### src/rtl/bip_fetch_control.sv
// BIP fetch/decode control: sequences FETCH -> WAIT -> EXEC, absorbs the program-memory
// read latency, decodes the latched instruction into one-cycle datapath strobes.
module bip_fetch_control #(
  parameter int ADDR_WIDTH   = 11,
  parameter int DATA_WIDTH   = 16,
  parameter int OPCODE_WIDTH = 5,
  parameter int MEM_LATENCY  = 2,
  parameter int COUNT_WIDTH  = 32
) (
  input  logic                               i_clk,
  input  logic                               i_rst,
  input  logic [DATA_WIDTH-1:0]              i_data,
  output logic [ADDR_WIDTH-1:0]              o_addr,
  output logic [DATA_WIDTH-OPCODE_WIDTH-1:0] o_operand,
  output logic                               o_wr_acc,
  output logic [1:0]                         o_sel_a,
  output logic                               o_sel_b,
  output logic                               o_op,
  output logic                               o_wr_ram,
  output logic                               o_rd_ram,
  output logic                               o_valid,
  output logic                               o_halt,
  output logic [COUNT_WIDTH-1:0]             o_clk_count
);

  localparam int OPER_W = DATA_WIDTH - OPCODE_WIDTH;
  localparam int WCNT_W = (MEM_LATENCY > 1) ? $clog2(MEM_LATENCY) : 1;
  localparam logic [WCNT_W-1:0] WCNT_LAST = WCNT_W'(MEM_LATENCY - 1);

  localparam logic [OPCODE_WIDTH-1:0] OP_HLT  = OPCODE_WIDTH'(0);
  localparam logic [OPCODE_WIDTH-1:0] OP_STO  = OPCODE_WIDTH'(1);
  localparam logic [OPCODE_WIDTH-1:0] OP_LDV  = OPCODE_WIDTH'(2);
  localparam logic [OPCODE_WIDTH-1:0] OP_LDI  = OPCODE_WIDTH'(3);
  localparam logic [OPCODE_WIDTH-1:0] OP_ADD  = OPCODE_WIDTH'(4);
  localparam logic [OPCODE_WIDTH-1:0] OP_ADDI = OPCODE_WIDTH'(5);
  localparam logic [OPCODE_WIDTH-1:0] OP_SUB  = OPCODE_WIDTH'(6);
  localparam logic [OPCODE_WIDTH-1:0] OP_SUBI = OPCODE_WIDTH'(7);

  if (OPER_W != ADDR_WIDTH) begin : g_bad_width
    $error("operand field width must equal ADDR_WIDTH");
  end
  if (MEM_LATENCY < 1 || MEM_LATENCY > 2) begin : g_bad_latency
    $error("MEM_LATENCY must be 1 or 2");
  end

  typedef enum logic [1:0] {S_FETCH, S_WAIT, S_EXEC, S_HALT} state_t;

  state_t                    state;
  state_t                    state_nxt;
  logic [WCNT_W-1:0]         wait_cnt;
  logic [ADDR_WIDTH-1:0]     pc;
  logic [DATA_WIDTH-1:0]     ir;
  logic [COUNT_WIDTH-1:0]    clk_count;
  logic [OPCODE_WIDTH-1:0]   opcode;
  logic                      wait_last;

  function automatic logic [COUNT_WIDTH-1:0] sat_inc(input logic [COUNT_WIDTH-1:0] v);
    return (&v) ? v : v + COUNT_WIDTH'(1);
  endfunction

  assign opcode    = ir[DATA_WIDTH-1 -: OPCODE_WIDTH];
  assign wait_last = (state == S_WAIT) && (wait_cnt == WCNT_LAST);

  always_ff @(posedge i_clk or posedge i_rst) begin
    if (i_rst) state <= S_FETCH;
    else       state <= state_nxt;
  end

  always_comb begin
    state_nxt = state;
    unique case (state)
      S_FETCH: state_nxt = S_WAIT;
      S_WAIT:  if (wait_last) state_nxt = S_EXEC;
      S_EXEC:  state_nxt = (opcode == OP_HLT) ? S_HALT : S_FETCH;
      S_HALT:  state_nxt = S_HALT;
    endcase
  end

  // IR captures the word at the edge closing the last WAIT cycle, when memory data is aligned
  always_ff @(posedge i_clk or posedge i_rst) begin
    if (i_rst) begin
      wait_cnt  <= '0;
      pc        <= '0;
      ir        <= '0;
      clk_count <= '0;
    end else begin
      wait_cnt <= (state == S_WAIT) ? wait_cnt + WCNT_W'(1) : '0;
      if (wait_last) ir <= i_data;
      if (state == S_EXEC && opcode != OP_HLT) pc <= pc + ADDR_WIDTH'(1);
      if (state != S_HALT) clk_count <= sat_inc(clk_count);
    end
  end

  always_comb begin
    o_wr_acc = 1'b0;
    o_sel_a  = 2'd0;
    o_sel_b  = 1'b0;
    o_op     = 1'b0;
    o_wr_ram = 1'b0;
    o_rd_ram = 1'b0;
    o_valid  = 1'b0;
    if (state == S_EXEC) begin
      o_valid = 1'b1;
      case (opcode)
        OP_HLT:  o_valid = 1'b0;
        OP_STO:  o_wr_ram = 1'b1;
        OP_LDV:  begin o_wr_acc = 1'b1; o_sel_a = 2'd1; end
        OP_LDI:  begin o_wr_acc = 1'b1; o_rd_ram = 1'b1; end
        OP_ADD:  begin o_wr_acc = 1'b1; o_rd_ram = 1'b1; o_sel_a = 2'd2; end
        OP_ADDI: begin o_wr_acc = 1'b1; o_sel_a = 2'd2; o_sel_b = 1'b1; end
        OP_SUB:  begin o_wr_acc = 1'b1; o_rd_ram = 1'b1; o_sel_a = 2'd2; o_op = 1'b1; end
        OP_SUBI: begin o_wr_acc = 1'b1; o_sel_a = 2'd2; o_sel_b = 1'b1; o_op = 1'b1; end
        default: ;
      endcase
    end
  end

  assign o_addr      = pc;
  assign o_operand   = ir[OPER_W-1:0];
  assign o_halt      = (state == S_HALT);
  assign o_clk_count = clk_count;

endmodule

### config.mk
export PLATFORM = sky130hd
export DESIGN_NAME = bip_fetch_control
export DESIGN_NICKNAME = d
export VERILOG_FILES = /design/src/rtl/bip_fetch_control.sv
export SDC_FILE = /design/constraint.sdc
export NUM_CORES = 1
export LEC_CHECK = 0
export ABC_AREA = 0
export BUFFER_PORTS_ARGS = -buffer_cell sky130_fd_sc_hd__buf_2
export CAP_MARGIN = 20
export CORE_UTILIZATION = 45
export DETAILED_ROUTE_END_ITERATION = 12
export PLACE_DENSITY = 0.8
export SLEW_MARGIN = 40
export SYNTH_ARGS = -nofsm -noshare
export SYNTH_HDL_FRONTEND = slang
export SYNTH_SLANG_ARGS = --single-unit
### constraint.sdc
create_clock -name i_clk -period 2.41 [get_ports i_clk]
set_clock_uncertainty 0.1 [all_clocks]
set_input_delay 0.241 -clock i_clk [delete_from_list [all_inputs] [get_ports i_clk]]
set_output_delay 0.241 -clock i_clk [all_outputs]
set_load 0.01 [all_outputs]
### Word-level counts from Yosys, hierarchy flattened

Index checks and enable logic that the tools add are counted.

* register bits: 62
* input port bits: 18

* $add $sub $neg: 3
* equal/unequal tests: 12
* multiplexer cells: 18
* bitwise operators: 1
* reduce and logical (&&, ||, !) cells: 12

Operators with widths (count)
* $add A32 B1 Y32 const B: 1
* $reduce_and A32 Y1: 1
* $eq A5 B3 Y1 const B: 4
* $mux W1: 13
* $add A11 B1 Y11 const B: 1
* $eq A5 B2 Y1 const B: 2
* $pmux W2 S4: 1
* $mux W2: 3
* $reduce_or A6 Y1: 1
* $eq A5 B1 Y1 const B: 1
* $logic_not A5 Y1: 1
* $reduce_bool A5 Y1: 1
* $eq A2 B2 Y1 const B: 2
* $ne A2 B2 Y1 const B: 2
* $pmux W2 S2: 1
* $reduce_or A2 Y1: 2
* $reduce_or A4 Y1: 1
* $reduce_or A3 Y1: 1
* $eq A2 B1 Y1 const B: 1
* $logic_and A1 B1 Y1: 2
* $logic_not A2 Y1: 1
* $reduce_and A2 Y1: 1
* $add A1 B1 Y1 const B: 1
* $not A1 Y1: 1

### Logic depth before layout (Yosys ltp)

* depth in word-level cells: 4
* depth in mapped cells: 6
* gate-level depth less buffers: 6

### Worst setup path before layout

Ideal clock, no wire load.

* path kind: register to register
* start point: register clk_count[0] (netlist: o_clk_count[0])
* end point: register clk_count[27] (netlist: o_clk_count[27])
* data arrival time: 1.734 ns
* setup slack: 0.448 ns
* stages on the path, launching flop included: 7
* path buffers: 0
* clock period less this slack: 1.962 ns
* path through: dfrtp_1 > ha_1 > nand3_1 > or3_1 > o311ai_2 > nor2_1 > xor2_1

* longest elaborated chain between the ends: 3

Ends and longest elaborated chain
* start, declared: RTL line 53 `logic [COUNT_WIDTH-1:0] clk_count;`
* start signal, assigned: RTL line 90 `if (state != S_HALT) clk_count <= sat_inc(clk_count);`
* branches (longest 3 deep; another with $add A32 B1 Y32)

Parallel ways; which one is timed is not known.
A chain may end at the register's enable or synchronous reset.

### Worst setup path after layout

* start point: register state[0]
* end point: output port o_sel_a[0]

* longest elaborated chain between the ends: 2

Ends and longest elaborated chain
* start, declared: RTL line 48 `state_t state;`
* start signal, assigned: RTL line 66 `else state <= state_nxt;`
* $eq A2 B2 Y1: RTL line 102 `if (state == S_EXEC) begin`
* $mux W2: RTL line 102
* end, declared: RTL line 16 `output logic [1:0] o_sel_a,`

Every way passes these cells.

==> results.json <==
{
  "dp.cells": 442,
  "start_util_pct": 46.6,
  "rsz0062_at_grt": "no",
  "track_usage_pct": 20.6,
  "htreeDepth": 3,
  "cp_top_family": "simple AND/OR/NAND/NOR gates",
  "grt_pass1_wl_um": 11300,
  "nets": 410,
  "routedWlPerCell_um": 13.9,
  "worst_pin_slew_ns": 0.531,
  "synthTopCellsByArea": "dfrtp_1, nand2_1, xor2_1",
  "total_power_mw": 3.59,
  "clock_sinks": 62,
  "antenna_found_initial": 0,
  "timing.rr.end": "o_clk_count[31]",
  "ctsLongestPathBuffers": 2,
  "placed_area_mm2": 0.00341,
  "ys_async_sr_fraction_pct": 100,
  "synth_enable_flop_cells": 0,
  "hold_viol": 0,
  "cpPeakStageDelay_ns": 0.43,
  "n_antenna_cell": 0,
  "core_area_mm2": 0.00639,
  "clk_latency_ns": 0.34,
  "grt_overflow_total": 0,
  "io_pins": 81,
  "relSlewSlack_pct": 64.6,
  "dr.pass1.iters": 4,
  "layout-drive-gt1-share_pct": 28.6,
  "hold_path_end": "ir[3]",
  "cts_tree": "yes",
  "synth_top_family_by_area": "simple AND/OR/NAND/NOR gates",
  "post_cts_resized": 0,
  "synth.most_common_cell": "nand2_1",
  "finalSetupViolCount": 0,
  "grt_max_degree": 27,
  "seq_area_frac_synth_pct": 52.1,
  "synth_compound_area_share_pct": 3.19,
  "finalNonFillerCells": 472,
  "path_cells": "nand2b_1 > or3_1 > nor4b_1 > buf_2",
  "numCtsBuffers": 9,
  "period_share_pct": 88.0,
  "root_buffer": "clkbuf_8",
  "reg2reg_slack_ns": 0.33,
  "slew_viol_final": 0,
  "syn_inst": 294,
  "end_kind": "output pin",
  "synthDistinctLibCells": 40,
  "required_ns": 2.07,
  "fmax_ghz": 0.472,
  "hp-class": "in2reg",
  "syn_avg_cell_area_um2": 10.1,
  "n_fill_cell": 544,
  "design_area_mm2": 0.00379,
  "synth_top_cell_by_area": "dfrtp_1",
  "tns_ns": 0,
  "synth_common_cells": "nand2_1, dfrtp_1, xor2_1, xnor2_1, nand3_1",
  "power_leakage_nw": 1.95,
  "dp_hpwl_um": 4660,
  "holdWs_ns": 0.0101,
  "routed_wl_um": 6540,
  "dieWidth_um": 83.3,
  "crit_type": "reg2out",
  "syn-num-nets": 314,
  "ys.flop_type": "dfrtp_1",
  "globalplace.congestion": 0.834,
  "die_area_mm2": 0.00695,
  "io_buffer_count": 80,
  "routed-via-count": 2447,
  "clk_pin_slew_ns": 0.07,
  "via_per_inst": 5.18,
  "power_density_mw_per_mm2": 948,
  "cp_max_fo": 6,
  "min_period_ns": 2.12,
  "crit_buf_inv": 1,
  "muxShareOfSynthArea_pct": 1.13,
  "vdd_ir_drop_max_mv": 0.561,
  "rows": 29,
  "r2r-start": "o_clk_count[0]",
  "status": "finished, final reports clean",
  "yosysTopAreaCellShare_pct": 52.1,
  "ys_warn_count": 0,
  "synth_fa_ha_area_share_pct": 0.840,
  "ys_seq_elements": 62,
  "route.detailed.drc": 0,
  "synthSimpleGateAreaFrac_pct": 27.8,
  "die_h_um": 83.3,
  "crit_slowest_cell": "dfrtp_1",
  "antenna_left": 0,
  "worstSetupStartpointType": "flop",
  "holdPathStages": 3,
  "holdCritStartpoint": "i_data[3]",
  "drt-initial-drc-count": 115,
  "reg2reg_depth": 6,
  "crit_arrival_ns": 1.78,
  "synthXorXnorAreaFrac_pct": 11.2,
  "max_cap_viol_count": 0,
  "area_delta_synth_final_pct": 27.4,
  "first_global_vias": 2417,
  "syn-cell-area_mm2": 0.00298
}
report_power, final:
group	leakage, nW	internal, mW	switching, mW
Combinational	1.03	0.405	0.558
Sequential	0.811	1.30	0.254
Clock	0.112	0.685	0.396
Total	1.95	2.39	1.21
routing by layer:
layer	vias up	share of wire [%]	track usage (%)
li1	1202	-	-
met1	1154	45	26.4
met2	77	46	32.9
met3	14	5.9	5.27
met4	0	2.2	9.40
met5	-	0	0
worst max-delay path by stage:
stage                    from               to  slack [ns]  cells past startpoint
6_report             state[0]       o_sel_a[0]        0.29                      4
5_1_grt        o_clk_count[0]  o_clk_count[30]        0.15                      6
4_1_cts              state[0]       o_sel_a[0]        0.29                      4
3_3_place_gp   o_clk_count[0]  o_clk_count[27]        0.44                      6
2_1_floorplan  o_clk_count[0]  o_clk_count[27]        0.45                      6
3_5_place_dp   o_clk_count[0]  o_clk_count[31]        0.35                      6
layout by cell type (no fill, tap or decap), types with 2 or more instances in the layout:
cell           instances
buf_2                 80
nand2_1               63
dfrtp_1               62
xor2_1                21
xnor2_1               17
nand3_1               16
nor2_1                15
dlygate4sd3_1         14
nor3_1                13
nand4_1               10
clkbuf_8               9
and3_1                 8
a21oi_1                7
and4_1                 6
buf_4                  4
and2_1                 3
nor4_1                 3
nand2b_1               3
inv_1                  3
bufinv_16              3
nand3b_1               2
or3_1                  2
inv_2                  2
nor3_2                 2
a31oi_1                2
mux2_1                 2
nor4_2                 2
ha_1                   2
clkinvlp_4             2
registers in the layout, indices dropped and copies added, names as in the netlist:
register and count:
o_clk_count 32, ir 16, o_addr 11, state 2
wait_cnt 1
worst register-to-register path: cells and delay by family, from the launching register on:
kind,cells,cell delay (ns)
flip-flops,1,0.42
adder cells (fa/ha/maj),1,0.22
XOR/XNOR,1,0.15
AND/OR/NAND/NOR,3,0.70
AO/OA/AOI/OAI,1,0.38
timing repair:
| action | 4_1_cts | 5_1_grt |
|---|---|---|
| endpoints found under the setup margin | 0 | 0 |
| hold buffers | 14 | 0 |
| buffers inserted | 0 | 0 |
| hold endpoints to repair | 37 | 0 |
area by class of cell:
| class | instances | area, um2 | area share [%] |
|---|---|---|---|
| sequential | 62 | 1550 | 40.9 |
| multi-input combinational | 213 | 1310 | 34.6 |
| timing repair buffer | 98 | 571 | 15.0 |
| clock buffer | 10 | 128 | 3.37 |
| clock inverter | 6 | 110 | 2.90 |
| tap | 77 | 96.3 | 2.54 |
| inverter | 6 | 22.5 | 0.594 |
cell families (layout without fill, tap and decap cells):
| group | Yosys count | count (layout) |
|---|---|---|
| DFF | 62 | 62 |
| muxes | 3 | 3 |
| adders and majority gates | 2 | 2 |
| and+or+nand+nor | 156 | 156 |
| AOI/OAI and AO/OA | 14 | 14 |
| xor gates and xnor gates | 38 | 38 |
| buffers and inverters | 19 | 120 |
metrics by stage:
stage / setup slack [ns] / utilization, %
5_1_grt: 0.145 / 59.4
6_report: 0.289 / 59.4
3_3_place_gp: 0.437 / 53.5
4_1_cts: 0.287 / 59.4
3_5_place_dp: 0.346 / 53.5
2_1_floorplan: 0.448 / -
No activity file was read; power rests on OpenSTA's default activity.
